--- src/rtl/id_stage.sv ---
// id_stage -- RV32 instruction decode stage for a 16-entry register file.
//
// Purpose:
//   Splits the instruction word into register addresses, decodes the opcode
//   into a 16-bit control word and builds the sign-extended immediate. It also
//   forwards a same-cycle writeback value onto the operands. Everything except
//   the register-file read addresses is registered, giving one cycle of latency.
//
// Ports:
//   clk             in   1   clock, rising edge
//   rst             in   1   synchronous active-high reset
//   instruction     in  32   RV32 instruction word
//   pc              in  32   instruction address (reserved, unused)
//   rs1_addr        out  4   register-file read address 1 (combinational)
//   rs2_addr        out  4   register-file read address 2 (combinational)
//   rs1_data        in  32   register-file read data 1
//   rs2_data        in  32   register-file read data 2
//   wb_rd_addr      in   4   writeback destination register
//   wb_data         in  32   writeback value
//   wb_reg_write    in   1   writeback enable
//   control_signals out 16   decoded control word (registered)
//   immediate       out 32   sign-extended immediate (registered)
//   rd_addr         out  4   destination register (registered)
//   rs1_data_out    out 32   forwarded operand 1 (registered)
//   rs2_data_out    out 32   forwarded operand 2 (registered)
//
// Control word bit map:
//   [0] reg_write  [1] alu_src_imm  [2] mem_read  [3] mem_write
//   [4] mem_to_reg [5] jal          [6] jalr      [7] branch
//   [10:8] funct3  [11] instruction[30]  [13:12] alu_op
//   [14] lui       [15] auipc

module id_stage (
    input  logic        clk,
    input  logic        rst,
    input  logic [31:0] instruction,
    input  logic [31:0] pc,
    output logic [3:0]  rs1_addr,
    output logic [3:0]  rs2_addr,
    input  logic [31:0] rs1_data,
    input  logic [31:0] rs2_data,
    input  logic [3:0]  wb_rd_addr,
    input  logic [31:0] wb_data,
    input  logic        wb_reg_write,
    output logic [15:0] control_signals,
    output logic [31:0] immediate,
    output logic [3:0]  rd_addr,
    output logic [31:0] rs1_data_out,
    output logic [31:0] rs2_data_out
);

    localparam logic [6:0] OP_R      = 7'b0110011;
    localparam logic [6:0] OP_I_ALU  = 7'b0010011;
    localparam logic [6:0] OP_LOAD   = 7'b0000011;
    localparam logic [6:0] OP_STORE  = 7'b0100011;
    localparam logic [6:0] OP_BRANCH = 7'b1100011;
    localparam logic [6:0] OP_JAL    = 7'b1101111;
    localparam logic [6:0] OP_JALR   = 7'b1100111;
    localparam logic [6:0] OP_LUI    = 7'b0110111;
    localparam logic [6:0] OP_AUIPC  = 7'b0010111;

    logic [6:0]  w_opcode;
    logic [31:0] w_imm_i;
    logic [31:0] w_imm_s;
    logic [31:0] w_imm_b;
    logic [31:0] w_imm_u;
    logic [31:0] w_imm_j;
    logic [15:0] w_ctrl;
    logic [31:0] w_imm;
    logic        w_known;
    logic        w_fwd1;
    logic        w_fwd2;
    logic        w_unused_pc;

    logic [15:0] r_ctrl_p1;
    logic [31:0] r_imm_p1;
    logic [3:0]  r_rd_p1;
    logic [31:0] r_op1_p1;
    logic [31:0] r_op2_p1;

    // pc is carried on the interface for later stages but not consumed here.
    assign w_unused_pc = ^pc;

    // Only the low four bits of each register field address the 16-entry file.
    assign rs1_addr = instruction[18:15];
    assign rs2_addr = instruction[23:20];
    assign w_opcode = instruction[6:0];

    assign w_imm_i = {{20{instruction[31]}}, instruction[31:20]};
    assign w_imm_s = {{20{instruction[31]}}, instruction[31:25], instruction[11:7]};
    assign w_imm_b = {{19{instruction[31]}}, instruction[31], instruction[7],
                      instruction[30:25], instruction[11:8], 1'b0};
    assign w_imm_u = {instruction[31:12], 12'b0};
    assign w_imm_j = {{11{instruction[31]}}, instruction[31], instruction[19:12],
                      instruction[20], instruction[30:21], 1'b0};

    always_comb begin
        w_ctrl  = '0;
        w_imm   = '0;
        w_known = 1'b1;
        unique case (w_opcode)
            OP_R: begin
                w_ctrl[0]     = 1'b1;
                w_ctrl[13:12] = 2'b10;
            end
            OP_I_ALU: begin
                w_ctrl[0]     = 1'b1;
                w_ctrl[1]     = 1'b1;
                w_ctrl[13:12] = 2'b11;
                w_imm         = w_imm_i;
            end
            OP_LOAD: begin
                w_ctrl[0] = 1'b1;
                w_ctrl[1] = 1'b1;
                w_ctrl[2] = 1'b1;
                w_ctrl[4] = 1'b1;
                w_imm     = w_imm_i;
            end
            OP_STORE: begin
                w_ctrl[1] = 1'b1;
                w_ctrl[3] = 1'b1;
                w_imm     = w_imm_s;
            end
            OP_BRANCH: begin
                // Branch is flagged unconditionally; the outcome is resolved downstream.
                w_ctrl[7]     = 1'b1;
                w_ctrl[13:12] = 2'b01;
                w_imm         = w_imm_b;
            end
            OP_JAL: begin
                w_ctrl[0] = 1'b1;
                w_ctrl[5] = 1'b1;
                w_imm     = w_imm_j;
            end
            OP_JALR: begin
                w_ctrl[0] = 1'b1;
                w_ctrl[1] = 1'b1;
                w_ctrl[6] = 1'b1;
                w_imm     = w_imm_i;
            end
            OP_LUI: begin
                w_ctrl[0]  = 1'b1;
                w_ctrl[14] = 1'b1;
                w_imm      = w_imm_u;
            end
            OP_AUIPC: begin
                w_ctrl[0]  = 1'b1;
                w_ctrl[15] = 1'b1;
                w_imm      = w_imm_u;
            end
            default: w_known = 1'b0;
        endcase
        // An unrecognised opcode yields an all-zero control word.
        if (w_known) begin
            w_ctrl[10:8] = instruction[14:12];
            w_ctrl[11]   = instruction[30];
        end
    end

    // Register 0 is hard-wired, so it is never a forwarding target.
    assign w_fwd1 = wb_reg_write && (wb_rd_addr == rs1_addr) && (rs1_addr != 4'd0);
    assign w_fwd2 = wb_reg_write && (wb_rd_addr == rs2_addr) && (rs2_addr != 4'd0);

    // ---- stage p0 -> p1 boundary ----
    always_ff @(posedge clk) begin
        if (rst) begin
            r_ctrl_p1 <= '0;
            r_imm_p1  <= '0;
            r_rd_p1   <= '0;
            r_op1_p1  <= '0;
            r_op2_p1  <= '0;
        end else begin
            r_ctrl_p1 <= w_ctrl;
            r_imm_p1  <= w_imm;
            r_rd_p1   <= instruction[10:7];
            r_op1_p1  <= w_fwd1 ? wb_data : rs1_data;
            r_op2_p1  <= w_fwd2 ? wb_data : rs2_data;
        end
    end

    assign control_signals = r_ctrl_p1;
    assign immediate       = r_imm_p1;
    assign rd_addr         = r_rd_p1;
    assign rs1_data_out    = r_op1_p1;
    assign rs2_data_out    = r_op2_p1;

endmodule

--- config.mk ---
export PLATFORM = sky130hd
export DESIGN_NAME = id_stage
export DESIGN_NICKNAME = d
export VERILOG_FILES = /design/src/rtl/id_stage.sv
export SDC_FILE = /design/constraint.sdc
export NUM_CORES = 1
export LEC_CHECK = 0
export ABC_AREA = 1
export BUFFER_PORTS_ARGS = -buffer_cell sky130_fd_sc_hd__buf_2
export CORE_AREA = 2 2 114 116
export CTS_BUF_LIST = sky130_fd_sc_hd__clkbuf_8 sky130_fd_sc_hd__clkbuf_16
export CTS_CLUSTER_DIAMETER = 120
export DETAILED_ROUTE_END_ITERATION = 10
export DIE_AREA = 0 0 116 118
export PLACE_DENSITY = 0.73
export SLEW_MARGIN = 20
export SYNTH_ARGS = -nofsm -noshare
export SYNTH_HDL_FRONTEND = slang
export SYNTH_SLANG_ARGS = --single-unit
--- constraint.sdc ---
create_clock -name clk -period 3 [get_ports clk]
set_input_delay 0.75 -clock clk [delete_from_list [all_inputs] [get_ports clk]]
set_output_delay 0.75 -clock clk [all_outputs]
set_load 0.005 [all_outputs]
[Yosys cells after proc, flatten, opt, wreduce, memory -nomap -nowiden]
Cells that the tools add are included.
Storage, ports and cells
  flip-flop bits (word level): 116
  bits of input ports: 167
  output and inout port bits: 124
  word-level logic and storage cells: 44
Operators by class
  equality and inequality tests: 11
  muxes and demuxes: 14
  bitwise operators: 1
  reductions and logical operators: 12
Operators by type and width (count)
  32-bit one-hot mux with 5 select lines: 1
  32-bit 2-to-1 mux: 2
  7-bit by 6-bit equality test with 1-bit output, second input constant: 3
  7-bit equality test, second input constant: 3
  7-bit by 5-bit equality test with 1-bit output, second input constant: 2
  1-bit 2-to-1 mux: 10
  9-bit OR reduction: 1
  4-bit equality test: 2
  4-bit nonzero test: 2
  7-bit by 2-bit equality test with 1-bit output, second input constant: 1
  7-bit OR reduction: 1
  2-bit one-hot mux with 3 select lines: 1
  1-bit logical AND: 4
  2-bit OR reduction: 2
  4-bit OR reduction: 1
  3-bit OR reduction: 1
  1-bit inverter: 1

[Depth between registers and ports, before layout]
  depth in word-level cells: 5
  mapped depth: 10
  gate-level depth less buffers: 10

[Least setup slack after synthesis]
Ideal clock, no wire load.
  path kind: input-to-reg
  start point: input port instruction[4]
  end point: register r_imm_p1[21], in the netlist immediate[21]
  setup time: 0.138 ns
  arrival time: 1.534 ns
  required time: 2.862 ns
  slack: 1.329 ns
  cell stages on the path: 8
  buffers on the path: 1
  cells stage by stage: inv_1 nand3_2 clkinv_2 nand2_4 nand2_2 buf_4 a21oi_1 a21oi_2
Between the ends
  word-level cells in the longest chain between the ends: 3
  elaborated cells between the ends (all ways): 11
RTL lines
  start, declared: line 36  | input logic [31:0] instruction,
  7-bit by 2-bit equality test with 1-bit output, or another cell as far along: line 101  | unique case (w_opcode)
  3-bit OR reduction (no source line) or 2-bit OR reduction (tied branches)
  32-bit one-hot mux with 5 select lines (*): line 101
  end signal, assigned: line 174  | r_imm_p1 <= w_imm;
  end, declared: line 76  | logic [31:0] r_imm_p1;
Every way passes the cells marked *; elsewhere a longest branch is shown, timed or not.
A chain may end at the register's enable or synchronous reset.

[Worst setup path in the final report]
  start point: input port instruction[23]
  end point: register r_op2_p1[20], in the netlist rs2_data_out[20]
Between the ends
  word-level cells in the longest chain between the ends: 4
  elaborated cells between the ends (all ways): 5
RTL lines
  4-bit equality test: line 162  | assign w_fwd2 = wb_reg_write && (wb_rd_addr == rs2_addr) && (rs2_addr != 4'd0);
  1-bit logical AND: line 162
  1-bit logical AND (*): line 162
  32-bit 2-to-1 mux (*): line 177  | r_op2_p1 <= w_fwd2 ? wb_data : rs2_data;
  end signal, assigned: line 177
  end, declared: line 79  | logic [31:0] r_op2_p1;
Marks and branches as above.

==> metrics.txt <==
Max Buffers Root-to-Sink 2; Synth Area in Simple Gates between 30% and 40%; Sw Pwr between 0.9 and 1 mW; post-synthesis instance area 4720 µm²; Slew headroom 42.1%; drt drc 0; post-synthesis adder-cell area fraction 0%; Synth Area in XOR/XNOR less than 1%; TritonCTS clock tree yes; status finished clean; commonest non-fill, non-tap cell in the layout buf_2; Post-Syn Nets 816; CP Class in -> reg; setup TNS 0 ns; RSZ-0062 raised after global routing no; CTS Root Cell clkbuf_16; hold_buf cts 0; combinational power share 10.0%; I/O Buffers about 260; cts repair resizes 0; proportion of synthesized area in mux cells 0%; CTS clk-pin slew, worst paths 0.06 ns; Layout area overhead 40.8%; VDD IR max 0.000293 V; Starting DRT DRC Count 320; # IOs 291; Die ar. between 10000 and 15000 µm²; cell-internal power between 3 and 4 mW; endpoint class of the critical path flop; PwrDens 606 nW/µm²; clock share of power 50.1%; largest family of logic cells by synthesized area simple AND/OR/NAND/NOR gates; post-route design area 6650 µm²; nets@finish roughly 1100; hold slack between 0.5 and 0.6 ns; Num CTS Buffers 17; Post-CTS Setup Bufs 0; Post-DP Area between 6000 and 7000 µm²; # rows 41; die width between 100 and 150 µm; Sink Count roughly 120; Synth Instances around 650; first-pass GRT wire length roughly 23000 µm; Final Max Slew Viols 0; initial core utilization a little under two fifths; crit path max fanout 32; sequential power share between 30 and 40%; DR WL/cell 14.0 µm; max frequency 521 MHz; antenna cells 0; Final GP Congestion ~0.9; Worst EP arrival 2.19 ns; most frequent cells in the layout 258 x buf_2, 164 x nand2_1, 115 x dfxtp_1; Slew @ Worst Pin between 0.8 and 0.9 ns; GRT Overall Usage 22.0%; GR Overflow Total 0; initial antenna violation count 0; HP Class in -> reg; vias in the first global route around 4600; endpoints failing hold 0; Final Cycle Share between 60% and 70%; post-route ant nets 0; hpwl dp 10500 µm; fraction of layout cells with a size suffix above 1 36.7%; Die Span Y ~120 µm; Yosys reg bits around 120; drt total wl 15100 µm; Final setup viols 0; largest net degree at the start of global routing 65; CTS H-Tree Depth 4; switch share 23.5%; leak pwr slightly below 4 nW; synth warn 0; Via density 4.67; Final min period approximately 1.9 ns; post-synthesis average cell area 7.28 µm²; Seq/Total Area, Yosys between 40% and 50%; Distinct cells, synth 25; crit start category input pin; critical path required time about 3.3 ns; complex-gate fraction of the synthesized area approximately 8.1%; vias between 5000 and 6000; 1st-pass router iterations 5; # Max-Cap Violations 0; core box area between 10000 and 15000 µm²
## power groups by stage
stage | combinational, mW | clock [mW] | sequential, mW
3_5_place_dp | 0.401 | 0 | 1.64
5_1_grt | 0.449 | 2.13 | 1.61
2_1_floorplan | 0.179 | 0 | 1.65
4_1_cts | 0.403 | 2.05 | 1.61
6_report | 0.403 | 2.02 | 1.61
3_3_place_gp | 0.399 | 0 | 1.64
## cells in the mapped netlist
library cell	number	area, µm²
buf_1	3	11.3
buf_2	23	115
nor2_1	102	383
nand3_4	1	17.5
clkbuf_1	5	18.8
buf_4	10	75.1
a21oi_2	13	114
nand4_1	33	206
inv_1	75	282
nand3_2	3	30.0
o21ai_0	3	15.0
buf_6	2	22.5
a21o_1	1	7.51
nand2_2	3	18.8
xor2_1	2	17.5
o21ai_1	3	15.0
nand3_1	18	90.1
clkinv_2	1	5.00
nand2_4	3	33.8
nor3_1	8	40.0
a21oi_1	46	230
nor2_2	5	31.3
nand2_1	164	616
inv_2	7	26.3
dfxtp_1	115	2300
## critical path, cell delays in order
cell     delay, ns
buf_2         0.13
inv_2         0.07
nand2_1       0.06
a21oi_2       0.17
nand3_2       0.62
nand2_1       0.28
a21oi_1       0.09
## state kept, by name, summed over array words and instances, names as in the netlist
register         count
control_signals     15
immediate           32
rd_addr              4
rs1_data_out        32
rs2_data_out        32
## layer usage
layer  GRT usage, %  routed length [µm]  vias to the layer above
met2           35.4                7210                      244
li1               -                   -                     2493
met3           5.87                1380                       34
met5              0                   0                        -
met1           26.7                6010                     2247
met4           11.2                 453                        0
## final cells by class
type / instances / area [µm²]
multi-input combinational: 408 / 1870
clock buffer: 22 / 494
clock inverter: 10 / 106
sequential: 115 / 2300
tap: 172 / 215
timing repair buffer: 265 / 1360
fill: 1262 / 5760
inverter: 83 / 313
## kinds of logic (layout without fill, tap and decap cells)
group | after synthesis | count (layout)
compound gates | 66 | 66
simple gates | 340 | 340
buf+inv | 126 | 380
flops | 115 | 115
xor+xnor | 2 | 2
## path summary, 6_finish.rpt
check	slack [ns]	end	startpoint	cells after the start
hold / removal	0.56	control_signals[10]$_SDFF_PP0_	instruction[14]	3
setup / recovery	1.08	rs2_data_out[20]$_SDFF_PP0_	instruction[23]	7
## stage by stage
| step | power, mW | setup WS [ns] | utilization, % | cells |
|---|---|---|---|---|
| final | 4.03 | 1.08 | 53.6 | 1075 |
| after floorplan | 1.83 | 1.33 | - | 649 |
| after global placement | 2.04 | 0.653 | 48.8 | 1043 |
| after global routing | 4.19 | 0.983 | 53.6 | 1075 |
| after CTS | 4.06 | 1.06 | 53.6 | 1075 |
| after detailed placement | 2.04 | 0.645 | 48.8 | 1043 |
Note: power is estimated with default switching activity, not from simulation.
